<file path="src/rtl/cactus_draw.sv">
// cactus_draw: redraws two scrolling cacti through a valid/ready pixel-write port
package cactus_pkg;
    typedef enum logic [1:0] {IDLE, RUN, WIN, OVER} state_t;
endpackage

module cactus_draw
    import cactus_pkg::*;
#(
    parameter int GROUND_Y = 200,
    parameter int CACTUS_W = 8,
    parameter int H_MAX    = 50,
    parameter int SCREEN_W = 320
) (
    input  logic       clk,
    input  logic       nRst,
    input  state_t     state,
    input  logic [8:0] pixel,
    input  logic [8:0] x_dist,
    input  logic [8:0] height1,
    input  logic [8:0] height2,
    input  logic       cactusMovement,
    input  logic       wr_ready,
    output logic       wr_valid,
    output logic [8:0] wr_x,
    output logic [7:0] wr_y,
    output logic       wr_color,
    output logic       drawDoneCactus
);
    localparam logic [2:0] S_IDLE   = 3'd0;
    localparam logic [2:0] S_LATCH  = 3'd1;
    localparam logic [2:0] S_ERASE1 = 3'd2;
    localparam logic [2:0] S_DRAW1  = 3'd3;
    localparam logic [2:0] S_ERASE2 = 3'd4;
    localparam logic [2:0] S_DRAW2  = 3'd5;
    localparam logic [2:0] S_DONE   = 3'd6;
    localparam logic [8:0] W1  = 9'(CACTUS_W - 1);
    localparam logic [7:0] HM  = 8'(H_MAX);
    localparam logic [7:0] GY1 = 8'(GROUND_Y - 1);
    localparam logic [9:0] SW  = 10'(SCREEN_W);

    logic [2:0] fsm;
    logic [8:0] snap_pixel, snap_xdist, snap_h1, snap_h2, prev_pixel, prev_xdist;
    logic [8:0] col, base, x, h_sel;
    logic [7:0] row, h_clamp, n_rows;
    logic       full, first_draw, erase, c2, active, skip, empty, last_row, last_col, fire;

    // Address of the current phase's column/row and the write port it drives
    always_comb begin
        erase          = fsm == S_ERASE1 || fsm == S_ERASE2;
        c2             = fsm == S_ERASE2 || fsm == S_DRAW2;
        active         = erase || fsm == S_DRAW1 || fsm == S_DRAW2;
        h_sel          = c2 ? snap_h2 : snap_h1;
        h_clamp        = h_sel > {1'b0, HM} ? HM : h_sel[7:0];
        n_rows         = erase ? HM : h_clamp;
        base           = erase ? (c2 ? prev_pixel - prev_xdist : prev_pixel)
                               : (c2 ? snap_pixel - snap_xdist : snap_pixel) + (full ? 9'd0 : W1);
        x              = base + col;
        empty          = n_rows == 8'd0;
        skip           = active && !empty && {1'b0, x} >= SW;
        wr_valid       = active && !empty && !skip;
        fire           = wr_valid && wr_ready;
        last_row       = row == n_rows - 8'd1;
        last_col       = !full || col == W1;
        wr_x           = wr_valid ? x : 9'd0;
        wr_y           = wr_valid ? GY1 - row : 8'd0;
        wr_color       = wr_valid && !erase;
        drawDoneCactus = fsm == S_DONE && state == RUN;
    end

    // Sequencer: trigger, snapshot, erase/draw both cacti, then commit positions
    always_ff @(posedge clk) begin
        if (!nRst) begin
            fsm        <= S_IDLE;
            row        <= '0;
            col        <= '0;
            full       <= 1'b0;
            first_draw <= 1'b1;
            prev_pixel <= '0;
            prev_xdist <= '0;
            snap_pixel <= '0;
            snap_xdist <= '0;
            snap_h1    <= '0;
            snap_h2    <= '0;
        end else if (fsm != S_IDLE && state != RUN) begin
            fsm        <= S_IDLE;
            row        <= '0;
            col        <= '0;
            first_draw <= 1'b1;
        end else begin
            case (fsm)
                S_IDLE: if (state == RUN && cactusMovement) fsm <= S_LATCH;
                S_LATCH: begin
                    snap_pixel <= pixel;
                    snap_xdist <= x_dist;
                    snap_h1    <= height1;
                    snap_h2    <= height2;
                    full       <= first_draw || pixel != prev_pixel + 9'd1;
                    row        <= '0;
                    col        <= '0;
                    fsm        <= S_ERASE1;
                end
                S_ERASE1, S_DRAW1, S_ERASE2, S_DRAW2: begin
                    if (empty) fsm <= fsm + 3'd1;
                    else if (skip || fire) begin
                        if (fire && !last_row) row <= row + 8'd1;
                        else begin
                            row <= '0;
                            col <= last_col ? 9'd0 : col + 9'd1;
                            if (last_col) fsm <= fsm + 3'd1;
                        end
                    end
                end
                S_DONE: begin
                    prev_pixel <= snap_pixel;
                    prev_xdist <= snap_xdist;
                    first_draw <= 1'b0;
                    fsm        <= S_IDLE;
                end
                default: fsm <= S_IDLE;
            endcase
        end
    end
endmodule

</file>
<file path="config.mk">
export PLATFORM = sky130hd
export DESIGN_NAME = cactus_draw
export DESIGN_NICKNAME = d
export VERILOG_FILES = /design/src/rtl/cactus_draw.sv
export SDC_FILE = /design/constraint.sdc
export NUM_CORES = 1
export LEC_CHECK = 0
export ABC_AREA = 0
export CAP_MARGIN = 30
export CELL_PAD_IN_SITES_DETAIL_PLACEMENT = 0
export CELL_PAD_IN_SITES_GLOBAL_PLACEMENT = 1
export CORE_MARGIN = 2
export CORE_UTILIZATION = 46
export CTS_CLUSTER_DIAMETER = 120
export DETAILED_ROUTE_END_ITERATION = 8
export PLACE_DENSITY_LB_ADDON = 0.05
export SLEW_MARGIN = 20
export SYNTH_ARGS = -nofsm -noshare
export SYNTH_HDL_FRONTEND = slang
export SYNTH_SLANG_ARGS = --single-unit
</file>
<file path="constraint.sdc">
create_clock -name clk -period 14.39 [get_ports clk]
set_clock_uncertainty 0.2 [all_clocks]
set_input_delay 2.878 -clock clk [delete_from_list [all_inputs] [get_ports clk]]
set_output_delay 2.878 -clock clk [all_outputs]
set_load 0.02 [all_outputs]
</file>
Word level (Yosys, flattened, before mapping)
Cells that the tools add are included.

Input bits: 42. Output and inout port bits: 20. Bits in latches: 0. Register bits after elaboration: 76. Memories: 0. Bits in read-only memories: 0. Memory bits (writable): 0.

Order comparisons: 2. Multipliers: 0. Bitwise logic cells: 2. Reduce and logical (&&, ||, !) cells: 32. Shifts and indexed selects: 0. Divide/modulo/power cells: 0. Mux-type cells: 24. Add/subtract/negate cells: 10. Eq/ne operators: 18.

Operator list (number): $mux W9 (9); $mux W8 (6); $add A9 B1 Y9 const B (2); $mux W3 (6); $pmux W9 S2 (1); $sub A9 B9 Y9 (2); $pmux W8 S2 (1); $add A9 B3 Y9 (1); $add A9 B9 Y9 (1); $eq A3 B3 Y1 const B (3); $eq A9 B3 Y1 const B (1); $ge A9 B9 Y1 const B (1); $gt A9 B6 Y1 const B (1); $logic_and A1 B1 Y1 (9); $ne A3 B3 Y1 const B (3); $ne A9 B9 Y1 (1); $pmux W3 S3 (1); $add A8 B1 Y8 const B (1); $eq A8 B8 Y1 (1); $logic_not A8 Y1 (1); $ne A2 B2 Y1 const B (4); $reduce_and A4 Y1 (2); $sub A8 B1 Y8 const B (1); $sub A8 B8 Y8 const A (1); other kinds (15) (28).

Depth between registers and ports, before layout
Word-level depth: 18. Mapped depth: 29. Depth with buffers taken out: 24.

Worst setup path after synthesis
Ideal clock, no wire load.

Path kind: reg2out. From: register fsm[1]. To: output wr_x[5]. Data arrival time: 5.299 ns. Stages on the path, launching flop included: 26. Setup slack: 6.013 ns. Cell sequence: dfxtp_1 inv_1 ha_1 buf_6 buf_8 buf_2 buf_1 buf_1 nor2_1 a21oi_1 ha_1 fa_1 nand2_1 o21ai_0 fa_1 a21o_1 a21oi_1 o21ai_1 o41ai_1 xor2_1 a41o_1 a221o_2 nand3_4 nand2_4 clkbuf_1 nor2_1.

Cells in the longest elaborated chain, start to end: 13. Elaborated cells on any way between the ends: 25.

Ends and longest elaborated chain: start: declaration (RTL line 41) `logic [2:0] fsm;`; start signal: assignment (RTL line 103) `if (empty) fsm <= fsm + 3'd1;`; start signal: assignment (RTL line 109) `if (last_col) fsm <= fsm + 3'd1;`; parallel branches: the longest is 12 deep, another holds $add A9 B3 Y9; $mux W9 (*) (RTL line 64) `wr_x = wr_valid ? x : 9'd0;`; end: declaration (RTL line 24) `output logic [8:0] wr_x,`.

Every way passes the cells marked *.

Worst setup path in the final report
From: register fsm[2]. To: output wr_y[4].

Cells in the longest elaborated chain, start to end: 13. Elaborated cells on any way between the ends: 25.

Ends and longest elaborated chain: parallel branches: the longest is 11 deep, another holds $add A9 B3 Y9; $logic_and A1 B1 Y1 (*) (RTL line 60) `wr_valid = active && !empty && !skip;`; $mux W8 (*) (RTL line 65) `wr_y = wr_valid ? GY1 - row : 8'd0;`; end: declaration (RTL line 25) `output logic [7:0] wr_y,`.

Marks and branches as above.

==> reports/results.ini <==
[run_status]
status=finished clean

[placed_design]
dp_hpwl_microns=12450
globalplace.congestion=0.8771
detailedPlace.worstSlack_ns=5.445
portBuffers=61

[sta]
fmax_ghz=0.1084
tns_ns=0
finalCritPeriodShare_pct=64.12
fin_crit_ns=9.228
setup_viol=0
slew_headroom_pct=45.09
rsz0062_at_grt=no
setup_slack_ns=5.162
holdWs_ns=0.2682
tightestPinTransition_ns=0.8134
hold_viol=0
finalMaxSlewViolations=0

[final_layout]
drive_above_1_share_pct=6.755
fin_nets=910
diodes=0
area_growth_syn_to_layout_pct=17.23
n_fill_cell=1255
fin_util_pct=55.31

[drt]
drtAntennaViolNets=0
route.detailed.drc=0
wl_per_cell_microns=16.54
first_pass_iters=5
num_vias=5576
drt_iter0_markers=411
finalWirelength_microns=16560
vias_per_cell=5.570

[pwr]
leakagePower_uw=0.002568
ir_drop_mv=0.07241
p_per_area_nw_per_um2=127.6

[clock_network]
postCtsHoldBufs=0
tritoncts=built
cts_buffer_depth=2
htreeDepth=3
post_cts_buffers=0
ctsRootBufferMaster=clkbuf_16
clkLatencyLatePin_ns=0.36
cts_buffers=9
clk_pin_slew_ns=0.07
cts_sinks=76
cts-resized-gates=0

[yosys]
ys_seq_area_share_pct=25.55
synth_warnings=0
synth-compound-area-share_pct=23.85
synth-async-reset-ratio_pct=0
yosysUniqueCellTypes=82
syn_area_per_cell_sq_um=7.634
synthAdderAreaFrac_pct=9.750
synthMuxAreaShare_pct=3.530
synth_flop_cell=dfxtp_1
synth_xor_area_share_pct=6.619
yosys.area_share.simple_pct=25.01
synth.ff_latch_count=76
syn_area_sq_um=5954
synth_top_family_by_area=simple AND/OR/NAND/NOR gates
syn-num-nets=866
synth_edf_count=0
syn_inst=780

[worst_setup_path]
cp_cell_sequence=ha_1 > buf_4 > nor2_1 > a21oi_1 > ha_1 > fa_1 > nand2_1 > o21ai_0 > fa_1 > a21o_1 > a21oi_1 > o21ai_1 > o41ai_1 > xor2_1 > a41o_1 > a221o_2 > nand3_4 > nand2_4 > clkinv_4 > and2_1 > clkdlybuf4s50_1
critPathTopFamily=compound AO/OA/AOI/OAI gates
required_ns=11.31
worstSetupPathDepth=21
cp-end-kind=output pin
crit_type=register to output pin
critical_path.slowest_cell=clkdlybuf4s50_1
slowest_delay_ns=0.60
start_kind=register
cp.arrival_ns=6.15
path_max_fanout=42
r2r_cells=21
worstPathBufferInverterCount=3

[min_path]
min_path_type=register to register
min_path_cells=2

[die]
dieWidth_microns=117.8
initial_core_util_pct=47.18
die_h_microns=117.8
num_io_pins=62
design.die.area_sq_um=13870
rows=41
coreArea_sq_um=12620

[global_route]
grt_first_pass_wirelength_microns=27120
track_usage_pct=24.23
grt_pass1_vias=5460
grt_max_degree=59
grt-ovfl-total=0
antenna_found_initial=0

[run]
maxCapViolations=0

placed cells by master, fill, tap and decap left out, drive strengths merged, types with 4 or more instances in the layout:
master and count:
nand2 164, dfxtp 76, clkdlybuf4s50 61, a21boi 55, nor2 53, inv 47
ha 40, a21oi 37, o21ai 32, xnor2 27, nand3 23, xor2 18
a31oi 17, mux2i 12, and3 12, nor3 11, clkbuf 10, and2 9
mux2 8, nor4 7, nor2b 6, o21a 6, a211oi 6, nand4 5
o22ai 5, o211ai 4, nand4b 4, a21o 4, fa 4, buf 4
clkinv 4
layer usage:
layer / share of wire (%) / global-route usage [%] / routed length [microns] / up-vias
li1: - / - / - / 2820
met1: 47 / 30.84 / 7751 / 2603
met2: 47 / 40.99 / 7845 / 127
met3: 3.7 / 4.506 / 612 / 26
met4: 2.1 / 8.509 / 350 / 0
met5: 0 / 0 / 0 / -
worst paths after layout:
path,slack [ns],from,endpoint
max,5.16,fsm[2],wr_y[4]
min,0.27,prev_xdist[5],prev_xdist[5]
max reg2reg,8.61,fsm[2],col[1]
min reg2reg,0.27,prev_xdist[5],prev_xdist[5]
area by class of cell:
| class | instances | area, sq um | area share (%) |
|---|---|---|---|
| repair buffers | 65 | 640.6 | 9.177 |
| clock buffers | 10 | 229.0 | 3.280 |
| flip-flops and latches | 76 | 1521 | 21.80 |
| multi-input cells | 625 | 4098 | 58.70 |
| inverters | 47 | 181.4 | 2.599 |
| clock inverters | 6 | 95.09 | 1.362 |
| well taps | 172 | 215.2 | 3.083 |
per-stage QoR:
step           cells  area, sq um  power (uW)
2_1_floorplan    780         5954       538.4
3_3_place_gp     985         6656       627.1
3_5_place_dp     985         6656       635.7
4_1_cts         1001         6980       895.0
5_1_grt         1001         6980       951.5
6_report        1001         6980       890.9
cells in the mapped netlist, drive strengths merged (3+ instances only):
| cell | instances | area share [%] |
|---|---|---|
| nor2 | 53 | 3.3 |
| mux2 | 8 | 1.5 |
| nor3 | 11 | 0.92 |
| nor2b | 6 | 0.63 |
| nand2b | 3 | 0.32 |
| o211ai | 4 | 0.50 |
| xor2 | 18 | 2.6 |
| clkbuf | 22 | 1.4 |
| o32ai | 3 | 0.57 |
| xnor2 | 27 | 4.0 |
| nor4 | 7 | 0.84 |
| a31oi | 17 | 1.8 |
| ha | 40 | 8.4 |
| a21oi | 37 | 3.3 |
| dfxtp | 76 | 26 |
| fa | 4 | 1.3 |
| nor4b | 3 | 0.69 |
| o21ai | 32 | 2.8 |
| a211oi | 6 | 0.92 |
| or3 | 3 | 0.32 |
| o21a | 6 | 0.76 |
| or2 | 3 | 0.32 |
| o31ai | 3 | 0.38 |
| buf | 10 | 1.3 |
| a21o | 4 | 0.50 |
| nand3 | 23 | 2.1 |
| a21boi | 55 | 6.9 |
| and3 | 12 | 1.3 |
| nand4 | 5 | 0.53 |
| and2 | 9 | 1.0 |
| nand2 | 164 | 10 |
| inv | 45 | 2.8 |
| o21bai | 3 | 0.38 |
| mux2i | 12 | 2.0 |
| nand4b | 4 | 0.59 |
| o22ai | 5 | 0.53 |
report_power, final:
group          total, uW  internal [uW]  switching (uW)  leakage (uW)
registers            260            232            27.5      0.000615
logic                375            153             222       0.00180
clock network        256            154             102      0.000158
total                891            539             352       0.00257
kinds of logic (layout without fill, tap and decap cells):
logic type	count (synthesis)	in the layout
DFF	76	76
xor gates and xnor gates	45	45
muxes	20	20
and+or+nand+nor	316	316
adders and majority gates	44	44
buffers and inverters	79	128
AOI/OAI and AO/OA	200	200
registers in the layout, summed over array words and instances, names as in the netlist, 3 cells and up:
name	cells
row	8
snap_h2	9
snap_xdist	9
prev_pixel	9
snap_pixel	9
col	9
snap_h1	9
prev_xdist	9
fsm	3
tightest hold or removal path: stages (launching register included):
cell	delay, ns
dfxtp_1	0.31
nand2_1	0.05
a21boi_0	0.06
Note: power is estimated with default switching activity, not from simulation.
